$ cat config.mk
export PLATFORM = sky130hd
export DESIGN_NAME = concat_stream
export DESIGN_NICKNAME = d
export VERILOG_FILES = /design/src/rtl/concat_stream_pkg.sv /design/src/rtl/concat_skid_buf.sv /design/src/rtl/concat_stream.sv
export SDC_FILE = /design/constraint.sdc
export NUM_CORES = 1
export LEC_CHECK = 0
export CORE_MARGIN = 2
export CORE_UTILIZATION = 50
export CTS_BUF_LIST = sky130_fd_sc_hd__clkbuf_8
export CTS_CLUSTER_DIAMETER = 100
export DETAILED_ROUTE_END_ITERATION = 10
export GPL_ROUTABILITY_DRIVEN = 0
export PLACE_DENSITY = 0.79
export SLEW_MARGIN = 5
export SYNTH_ARGS = -nofsm -noshare
export SYNTH_HDL_FRONTEND = slang
export SYNTH_SLANG_ARGS = --single-unit
$ cat constraint.sdc
create_clock -name clk -period 4.05 [get_ports clk]
set_clock_uncertainty 0.2 [all_clocks]
set_input_delay 0.6075 -clock clk [delete_from_list [all_inputs] [get_ports clk]]
set_output_delay 0.6075 -clock clk [all_outputs]
set_load 0.05 [all_outputs]
$ cat src/rtl/concat_stream_pkg.sv
// rtl/concat_stream_pkg.sv - shared defaults and FSM state type for the channel-concat stage.
package concat_stream_pkg;

  localparam int DATA_W_DEF     = 128;
  localparam int BEAT_CNT_W_DEF = 10;
  localparam int PIX_CNT_W_DEF  = 21;

  typedef enum logic [2:0] {
    IDLE   = 3'd0,
    LOAD   = 3'd1,
    PASS_A = 3'd2,
    PASS_B = 3'd3,
    DRAIN  = 3'd4
  } state_t;

endpackage

$ cat src/rtl/concat_skid_buf.sv
// rtl/concat_skid_buf.sv - 2-entry ready/valid register slice carrying {last, data}.
// Upstream ready comes only from the skid register, so it never depends on i_m_ready.
module concat_skid_buf
  import concat_stream_pkg::*;
#(
  parameter int W = DATA_W_DEF + 1
) (
  input  logic         clk,
  input  logic         rst,
  input  logic [W-1:0] i_s_data,
  input  logic         i_s_valid,
  output logic         o_s_ready,
  output logic [W-1:0] o_m_data,
  output logic         o_m_valid,
  input  logic         i_m_ready,
  output logic         o_drained
);

  logic [W-1:0] r_out_data;
  logic         r_out_valid;
  logic [W-1:0] r_skid_data;
  logic         r_skid_valid;
  logic         w_take;
  logic         w_in_fire;

  assign w_take    = !r_out_valid || i_m_ready;
  assign w_in_fire = i_s_valid && !r_skid_valid;

  always_ff @(posedge clk) begin
    if (rst) begin
      r_out_data   <= '0;
      r_out_valid  <= 1'b0;
      r_skid_data  <= '0;
      r_skid_valid <= 1'b0;
    end else if (w_take) begin
      if (r_skid_valid) begin
        r_out_data   <= r_skid_data;
        r_out_valid  <= 1'b1;
        r_skid_valid <= 1'b0;
      end else if (w_in_fire) begin
        r_out_data  <= i_s_data;
        r_out_valid <= 1'b1;
      end else begin
        r_out_valid <= 1'b0;
      end
    end else if (w_in_fire) begin
      r_skid_data  <= i_s_data;
      r_skid_valid <= 1'b1;
    end
  end

  assign o_s_ready = !r_skid_valid;
  assign o_m_data  = r_out_data;
  assign o_m_valid = r_out_valid;
  // Nothing left after this cycle: skid empty and output slot empty or being taken.
  assign o_drained = w_take && !r_skid_valid;

endmodule

$ cat src/rtl/concat_stream.sv
// rtl/concat_stream.sv - per pixel forwards A beats then B beats as one stream with frame-end marker.
// Optional CONCAT_STALL_CNT_EN adds stall_cnt (busy cycles with output stalled).
module concat_stream
  import concat_stream_pkg::*;
#(
  parameter int DATA_W     = DATA_W_DEF,
  parameter int BEAT_CNT_W = BEAT_CNT_W_DEF,
  parameter int PIX_CNT_W  = PIX_CNT_W_DEF
) (
  input  logic                  clk,
  input  logic                  rst,
  input  logic                  start,
  input  logic [BEAT_CNT_W-1:0] cfg_a_beats,
  input  logic [BEAT_CNT_W-1:0] cfg_b_beats,
  input  logic [PIX_CNT_W-1:0]  cfg_pix_num,
  input  logic [DATA_W-1:0]     a_data,
  input  logic                  a_valid,
  output logic                  a_ready,
  input  logic [DATA_W-1:0]     b_data,
  input  logic                  b_valid,
  output logic                  b_ready,
  output logic [DATA_W-1:0]     m_data,
  output logic                  m_valid,
  output logic                  m_last,
  input  logic                  m_ready,
  output logic                  busy,
  output logic                  done
`ifdef CONCAT_STALL_CNT_EN
  ,
  output logic [31:0]           stall_cnt
`endif
);

  state_t                r_state;
  logic [BEAT_CNT_W-1:0] r_a_beats;
  logic [BEAT_CNT_W-1:0] r_b_beats;
  logic [PIX_CNT_W-1:0]  r_pix_num;
  logic [BEAT_CNT_W-1:0] r_beat_cnt;
  logic [PIX_CNT_W-1:0]  r_pix_cnt;
  logic                  r_busy;
  logic                  r_done;

  logic                  w_buf_ready;
  logic                  w_buf_drained;
  logic                  w_a_fire;
  logic                  w_b_fire;
  logic                  w_end_a;
  logic                  w_end_b;
  logic                  w_pix_end;
  logic                  w_in_last;
  logic [DATA_W-1:0]     w_in_data;
  logic [DATA_W:0]       w_out_word;

  assign a_ready  = (r_state == PASS_A) && w_buf_ready;
  assign b_ready  = (r_state == PASS_B) && w_buf_ready;
  assign w_a_fire = a_valid && a_ready;
  assign w_b_fire = b_valid && b_ready;

  assign w_end_a   = r_beat_cnt == r_a_beats - BEAT_CNT_W'(1);
  assign w_end_b   = r_beat_cnt == r_b_beats - BEAT_CNT_W'(1);
  assign w_pix_end = r_pix_cnt == r_pix_num - PIX_CNT_W'(1);
  assign w_in_last = w_pix_end && ((w_b_fire && w_end_b) ||
                                   (w_a_fire && w_end_a && (r_b_beats == '0)));
  assign w_in_data = w_a_fire ? a_data : b_data;

  concat_skid_buf #(.W(DATA_W + 1)) u_skid (
    .clk       (clk),
    .rst       (rst),
    .i_s_data  ({w_in_last, w_in_data}),
    .i_s_valid (w_a_fire || w_b_fire),
    .o_s_ready (w_buf_ready),
    .o_m_data  (w_out_word),
    .o_m_valid (m_valid),
    .i_m_ready (m_ready),
    .o_drained (w_buf_drained)
  );

  assign m_last = w_out_word[DATA_W];
  assign m_data = w_out_word[DATA_W-1:0];
  assign busy   = r_busy;
  assign done   = r_done;

  always_ff @(posedge clk) begin
    if (rst) begin
      r_state    <= IDLE;
      r_a_beats  <= '0;
      r_b_beats  <= '0;
      r_pix_num  <= '0;
      r_beat_cnt <= '0;
      r_pix_cnt  <= '0;
      r_busy     <= 1'b0;
      r_done     <= 1'b0;
    end else begin
      r_done <= 1'b0;
      case (r_state)
        IDLE: begin
          if (start) begin
            r_a_beats  <= cfg_a_beats;
            r_b_beats  <= cfg_b_beats;
            r_pix_num  <= cfg_pix_num;
            r_beat_cnt <= '0;
            r_pix_cnt  <= '0;
            r_busy     <= 1'b1;
            r_state    <= LOAD;
          end
        end
        LOAD: begin
          if (r_pix_num == '0 || (r_a_beats == '0 && r_b_beats == '0)) r_state <= DRAIN;
          else if (r_a_beats != '0)                                    r_state <= PASS_A;
          else                                                         r_state <= PASS_B;
        end
        PASS_A: begin
          if (w_a_fire) begin
            if (w_end_a) begin
              r_beat_cnt <= '0;
              if (r_b_beats != '0) begin
                r_state <= PASS_B;
              end else if (w_pix_end) begin
                r_state <= DRAIN;
              end else begin
                r_pix_cnt <= r_pix_cnt + PIX_CNT_W'(1);
              end
            end else begin
              r_beat_cnt <= r_beat_cnt + BEAT_CNT_W'(1);
            end
          end
        end
        PASS_B: begin
          if (w_b_fire) begin
            if (w_end_b) begin
              r_beat_cnt <= '0;
              if (w_pix_end) begin
                r_state <= DRAIN;
              end else begin
                r_pix_cnt <= r_pix_cnt + PIX_CNT_W'(1);
                r_state   <= (r_a_beats != '0) ? PASS_A : PASS_B;
              end
            end else begin
              r_beat_cnt <= r_beat_cnt + BEAT_CNT_W'(1);
            end
          end
        end
        DRAIN: begin
          if (w_buf_drained) begin
            r_done  <= 1'b1;
            r_busy  <= 1'b0;
            r_state <= IDLE;
          end
        end
        default: r_state <= IDLE;
      endcase
    end
  end

`ifdef CONCAT_STALL_CNT_EN
  logic [31:0] r_stall_cnt;

  always_ff @(posedge clk) begin
    if (rst) begin
      r_stall_cnt <= '0;
    end else if (r_state == IDLE && start) begin
      r_stall_cnt <= '0;
    end else if (r_busy && m_valid && !m_ready && r_stall_cnt != '1) begin
      r_stall_cnt <= r_stall_cnt + 32'd1;
    end
  end

  assign stall_cnt = r_stall_cnt;
`endif

endmodule
==> impl_metrics.toml, run 1 <==
[status]
status = "completed"

[pwr]
leakage_uw = 0.008535
power.density_mw_per_mm2 = 512.6
p_total_uw = 11370
ir_drop_v = 0.0003092

[logic_synthesis]
syn_nets = 2389
synthArstFlopShare_pct = 0
ys_warn_count = 0
synth.distinct_cells = 74
avgSynthCellArea_um2 = 7.830
synth.cell_area_mm2 = 0.01629
synthCells = 2080
synth_edf_count = 0
synth.top_cell.area_share_pct = 41.42
ys_ff_latch = 337
synth_area_leaders = "dfxtp_1, nor2_1, a211oi_1"
yosysTopAreaCell = "dfxtp_1"
synth_ff_type = "dfxtp_1"
ys_seq_area_share_pct = 41.42

[setup_path]
r2r-end = "r_pix_cnt[9]"
cp-end-kind = "output port"
r2r-start = "r_a_beats[0]"
cp.required_ns = 3.24
worstPathMaxFanout = 13
startpoint_type = "register"
rrSetupSlack_ns = 0.29
ff2ff_path_depth = 12
worst_ep_arrival_time_ns = 2.98
crit_type = "register to output port"

[placement]
dp.cells = 2805
placement.io_buffers = 436
place_hpwl_um = 34830
place_ws_ns = 0.2969

[floorplanning]
dieArea_mm2 = 0.03403
core_mm2 = 0.03229
initial_utilization_pct = 50.44
die_h_um = 184.5
die_w_um = 184.5
rows = 66
io_pins = 437

[route]
avgViaCountPerCell = 5.530
drt-total-wl_um = 49420
num_vias = 16099
ant_nets = 0
drc = 0
wl_per_cell_um = 16.98
dr.pass1.iters = 6
first_iter_violations = 1141

[finish]
post-route-util_pct = 68.71
area_delta_synth_final_pct = 36.21
finalNonFillerCells = 2911
multi_input_area_mm2 = 0.008822
fill_cells = 2579
layout.nets = 2730
regArea_mm2 = 0.006750
layout-drive-gt1-share_pct = 5.916

[sta]
slew_headroom_pct = 26.32
tightest_slew_ns = 1.105
period_share_pct = 93.64
setup_viol = 0
finalHoldViolCount = 0
finalSetupTns_ns = 0
slew_viol_final = 0
grt_setup_unrepaired = "false"
period_minus_slack_ns = 3.792
fin_ws_ns = 0.2577
max_freq_ghz = 0.2637

[global_routing]
first_global_vias = 14773
grt_pass1_wl_um = 76850
grt_overflow_total = 0
antenna_found_initial = 1
grt_usage_pct = 27.92
grt_max_degree = 133

[hold_path]
min_from = "u_skid.o_m_data[128]"
hold_end = "u_skid.o_m_data[128]"
min_path_type = "register to register"
holdPathStages = 2

[flow_run]
max_cap_viol_count = 0

[clocking]
insertion_delay_ns = 0.59
cts_buffer_depth = 3
cts_inserted_buffers = 56
ctsResizeCount = 0
cts_root_buffer = "clkbuf_8"
ctsHoldBuffers = 0
cts_tree = "yes"
path_clk_slew_ns = 0.06
cts.sinks = 337
htreeDepth = 2
cts_setup_buffers = 0
==> layer usage <==
layer	global-route usage (%)	vias up	routed length [um]
li1	-	8028	-
met5	0	-	13
met1	34.98	7400	20550
met2	46.93	550	23950
met3	5.414	119	3014
met4	11.71	2	1895
==> worst max-delay path, cell delays in order (launching register included) <==
cell and delay, ns:
dfxtp_1 0.56, nand2b_1 0.34, nor3_1 0.58, clkdlybuf4s50_1 0.93
==> metrics by stage <==
| stage | cell area [um2] | hold WS [ns] |
|---|---|---|
| 4_1_cts | 22180 | 0.2674 |
| 6_report | 22190 | 0.2621 |
| 2_1_floorplan | 16290 | 0.2567 |
| 3_5_place_dp | 20850 | 0.2551 |
| 5_1_grt | 22180 | 0.2806 |
| 3_3_place_gp | 20850 | 0.2549 |
==> cell families after synthesis <==
kind of cell               count (synthesis)  share of synthesized area (%)
and+or+nand+nor                          867                          24.84
AOI/OAI and AO/OA                        549                          21.26
DFF                                      337                          41.42
buffers and inverters                    196                          4.648
muxes                                     71                          4.379
xor gates and xnor gates                  54                          2.988
adders and majority gates                  6                         0.4609
==> cell usage in the layout, fill, tap and decap left out, drive strengths merged, types with 15 or more instances in the layout <==
cell / instances
clkdlybuf4s50: 435
nor2: 426
dfxtp: 337
a21oi: 269
a211oi: 193
nand2: 122
nor3: 81
clkbuf: 78
mux2i: 69
and3: 67
nor2b: 64
xnor2: 34
o21ai: 32
inv: 29
buf: 28
nand3: 20
xor2: 19
or3: 15
nor4: 15
==> synth_stat cells, types with 3 or more instances <==
cell / instances
nor2_1: 426
dfxtp_1: 337
a21oi_1: 268
a211oi_1: 193
clkbuf_1: 161
nand2_1: 122
nor3_1: 80
mux2i_1: 69
and3_1: 67
nor2b_1: 64
xnor2_1: 34
o21ai_0: 29
nand3_1: 19
xor2_1: 19
inv_1: 16
or3_1: 15
nand2b_1: 13
buf_1: 12
nor4_1: 12
o211ai_1: 10
nand4_1: 9
or4_1: 7
a31oi_1: 6
ha_1: 6
buf_2: 5
nand4b_1: 5
a2111oi_0: 3
a211o_1: 3
a21boi_0: 3
a31o_2: 3
nor3b_1: 3
o21ai_1: 3
o31a_1: 3
o31ai_1: 3
or2_2: 3
==> power breakdown <==
group	leakage, uW	switching (uW)	internal [uW]	total, uW
Clock	0.000725	1380	2030	3410
Combinational	0.00508	2520	1540	4060
Sequential	0.00273	279	3620	3900
Total	0.00854	4180	7190	11400
==> registers in the layout, summed over array words and instances (netlist names) <==
name	cells
u_skid.o_m_data	129
u_skid.r_skid_data	129
r_pix_cnt	21
r_pix_num	21
r_a_beats	10
r_b_beats	10
r_beat_cnt	10
r_state	3
busy	1
done	1
u_skid.o_m_valid	1
u_skid.r_skid_valid	1
==> layout make-up <==
type | count | share of cell area (%)
clock inverter | 27 | 1.134
antenna | 1 | 0.01128
clock buffer | 78 | 4.839
sequential | 337 | 30.43
inverter | 16 | 0.2707
timing repair buffer | 463 | 21.06
multi-input combinational | 1547 | 39.77
tap | 442 | 2.493
==> how the worst max path moves through the flow <==
stage                  from                endpoint  slack, ns
2_1_floorplan    r_state[2]  u_skid.r_skid_data[10]       0.56
3_3_place_gp   r_a_beats[0]           r_pix_cnt[11]       0.48
3_5_place_dp   r_a_beats[0]            r_pix_cnt[9]       0.30
4_1_cts        r_a_beats[0]            r_pix_cnt[9]       0.28
5_1_grt        r_a_beats[1]            r_pix_cnt[9]       0.04
6_report         r_state[1]                 b_ready       0.26
Note: power is estimated with default switching activity, not from simulation.
==> inputs of run 2 (changes only) <==
- MAX_ROUTING_LAYER: not set -> met4
- REMOVE_ABC_BUFFERS: not set -> 1
- TNS_END_PERCENT: not set -> 10
==> run 2 against run 1 <==
  * Register-to-register slack about the same
  * Final cell count is essentially flat
  * Sequential power about the same
  * Wire length increased by 2.1%
  * Critical endpoint is now a_ready
  * First-iteration DRC count grew 27%
  * Non-clock buffer count fell by 2
  * Global-route usage rose by 1.5 points
  * Sequential cell count is the same
  * Power shrank 4.2%
  * Clock power shrank 13%
==> impl_metrics.toml, run 2 (synthesis gave the netlist of run 1 again) <==
[route]
first_iter_violations = 1448
wl_per_cell_um = 17.34
drt-total-wl_um = 50460
wl_met1_um = 21040
wl_met2_um = 24550
highest_layer = "met4"
num_vias = 16096
ant_nets = 0
wl_met3_um = 2724
dr.pass1.iters = 6
avgViaCountPerCell = 5.533
drc = 0

[floorplanning]
rows = 66
initial_utilization_pct = 50.44
die_w_um = 184.5
die_h_um = 184.5
io_pins = 437
core_mm2 = 0.03229
dieArea_mm2 = 0.03403

[hold_path]
min_path_type = "input pin to register"
holdPathStages = 2
hold_end = "r_pix_num[15]"
min_from = "rst"

[clocking]
insertion_delay_ns = 0.58
cts.sinks = 337
cts_tree = "yes"
cts_root_buffer = "clkbuf_8"
htreeDepth = 2
cts_buffer_depth = 3
ctsHoldBuffers = 0
ctsResizeCount = 0
path_clk_slew_ns = 0.06
cts_setup_buffers = 0
cts_inserted_buffers = 56

[setup_path]
crit_type = "register to output port"
startpoint_type = "register"
r2r-start = "r_b_beats[0]"
cp.required_ns = 3.24
worstPathMaxFanout = 43
r2r-end = "r_pix_cnt[13]"
rrSetupSlack_ns = 0.28
cp-end-kind = "output port"
worst_ep_arrival_time_ns = 3.07
ff2ff_path_depth = 12

[status]
status = "completed"

[pwr]
leakage_uw = 0.008449
power.density_mw_per_mm2 = 496.1
pwr-share-clk_pct = 27.1
internal_power_uw = 6740
ir_drop_v = 0.0002826
netSwitchingPower_uw = 4159
combinationalPowerShare_pct = 37.1
seqPwrFrac_pct = 35.8
sw_frac_of_total_pct = 38.16

[sta]
slew_headroom_pct = 32.81
finalHoldViolCount = 0
finalSetupTns_ns = 0
period_minus_slack_ns = 3.876
max_freq_ghz = 0.2580
grt_setup_unrepaired = "false"
tightest_slew_ns = 1.008
setup_viol = 0
slew_viol_final = 0
whs_ns = 0.2574
period_share_pct = 95.71

[finish]
area_delta_synth_final_pct = 34.89
post-route-util_pct = 68.04
layout_common_cells = "clkdlybuf4s50_1, nor2_1, dfxtp_1, a21oi_1, a211oi_1"
finalNonFillerCells = 2909
layout_commonest_cell = "clkdlybuf4s50_1"
layout.nets = 2728
layout-drive-gt1-share_pct = 5.443

[placement]
dp.cells = 2803
place_hpwl_um = 35260
placement.io_buffers = 436

[global_routing]
grt_max_degree = 227
first_global_vias = 15179
antenna_found_initial = 5
grt_overflow_total = 0
grt_pass1_wl_um = 78000
grt_usage_pct = 29.42

[flow_run]
max_cap_viol_count = 0
## run 2: cell count changes in the layout (fill, tap and decap cells not counted), moves of 2 or more
cell and change:
inv_1 +8, clkbuf_8 -6, bufinv_16 -5, diode_2 +4, clkinvlp_4 -2
## run 2: critical path, stage by stage, from the launching register on
cell	delay (ns)
dfxtp_1	0.54
nand2b_1	0.31
nor3_4	0.27
buf_4	0.44
clkdlybuf4s50_1	0.89
## run 2: worst max path at each step
stage                              from  cells after the start                    to  slack [ns]
floorplan           u_skid.r_skid_valid                      5  u_skid.o_m_data[128]      -15.67
global placement           r_a_beats[0]                     12         r_pix_cnt[16]        0.36
detailed placement         r_a_beats[0]                     12         r_pix_cnt[13]        0.20
CTS                          r_state[1]                      4               a_ready        0.15
global route                 r_state[1]                      4               a_ready       0.005
finish                       r_state[1]                      4               a_ready        0.17
## run 2: power by group through the flow
| stage | Combinational [uW] | Sequential, uW | Clock (uW) |
|---|---|---|---|
| after global routing | 4370 | 3940 | 3150 |
| after global placement | 3940 | 3940 | 0 |
| final | 4050 | 3900 | 2950 |
| after floorplan | 2080 | 4570 | 0 |
| after CTS | 4030 | 3900 | 3000 |
| after detailed placement | 4010 | 3960 | 0 |
## run 2: through the flow
step | setup WS, ns | total power, uW | cell area (um2)
final | 0.1736 | 10900 | 21970
after global routing | 0.005447 | 11470 | 21970
after CTS | 0.1529 | 10930 | 21950
after floorplan | -15.67 | 6656 | 15590
after global placement | 0.3636 | 7881 | 20820
after detailed placement | 0.1971 | 7969 | 20820
## run 2: layout make-up
class | instances | area [um2]
Fill cell | 2681 | 10320
Antenna cell | 5 | 12.51
Inverter | 16 | 60.06
Tap cell | 442 | 553.0
Sequential cell | 337 | 6750
Clock inverter | 29 | 136.4
Clock buffer | 72 | 991.0
Timing Repair Buffer | 461 | 4639
Multi-Input combinational cell | 1547 | 8826
## run 2: layer usage
layer	vias up	GRT usage (%)
li1	8016	-
met1	7446	35.20
met2	523	48.74
met3	111	4.643
met4	0	13.50
met5	-	-
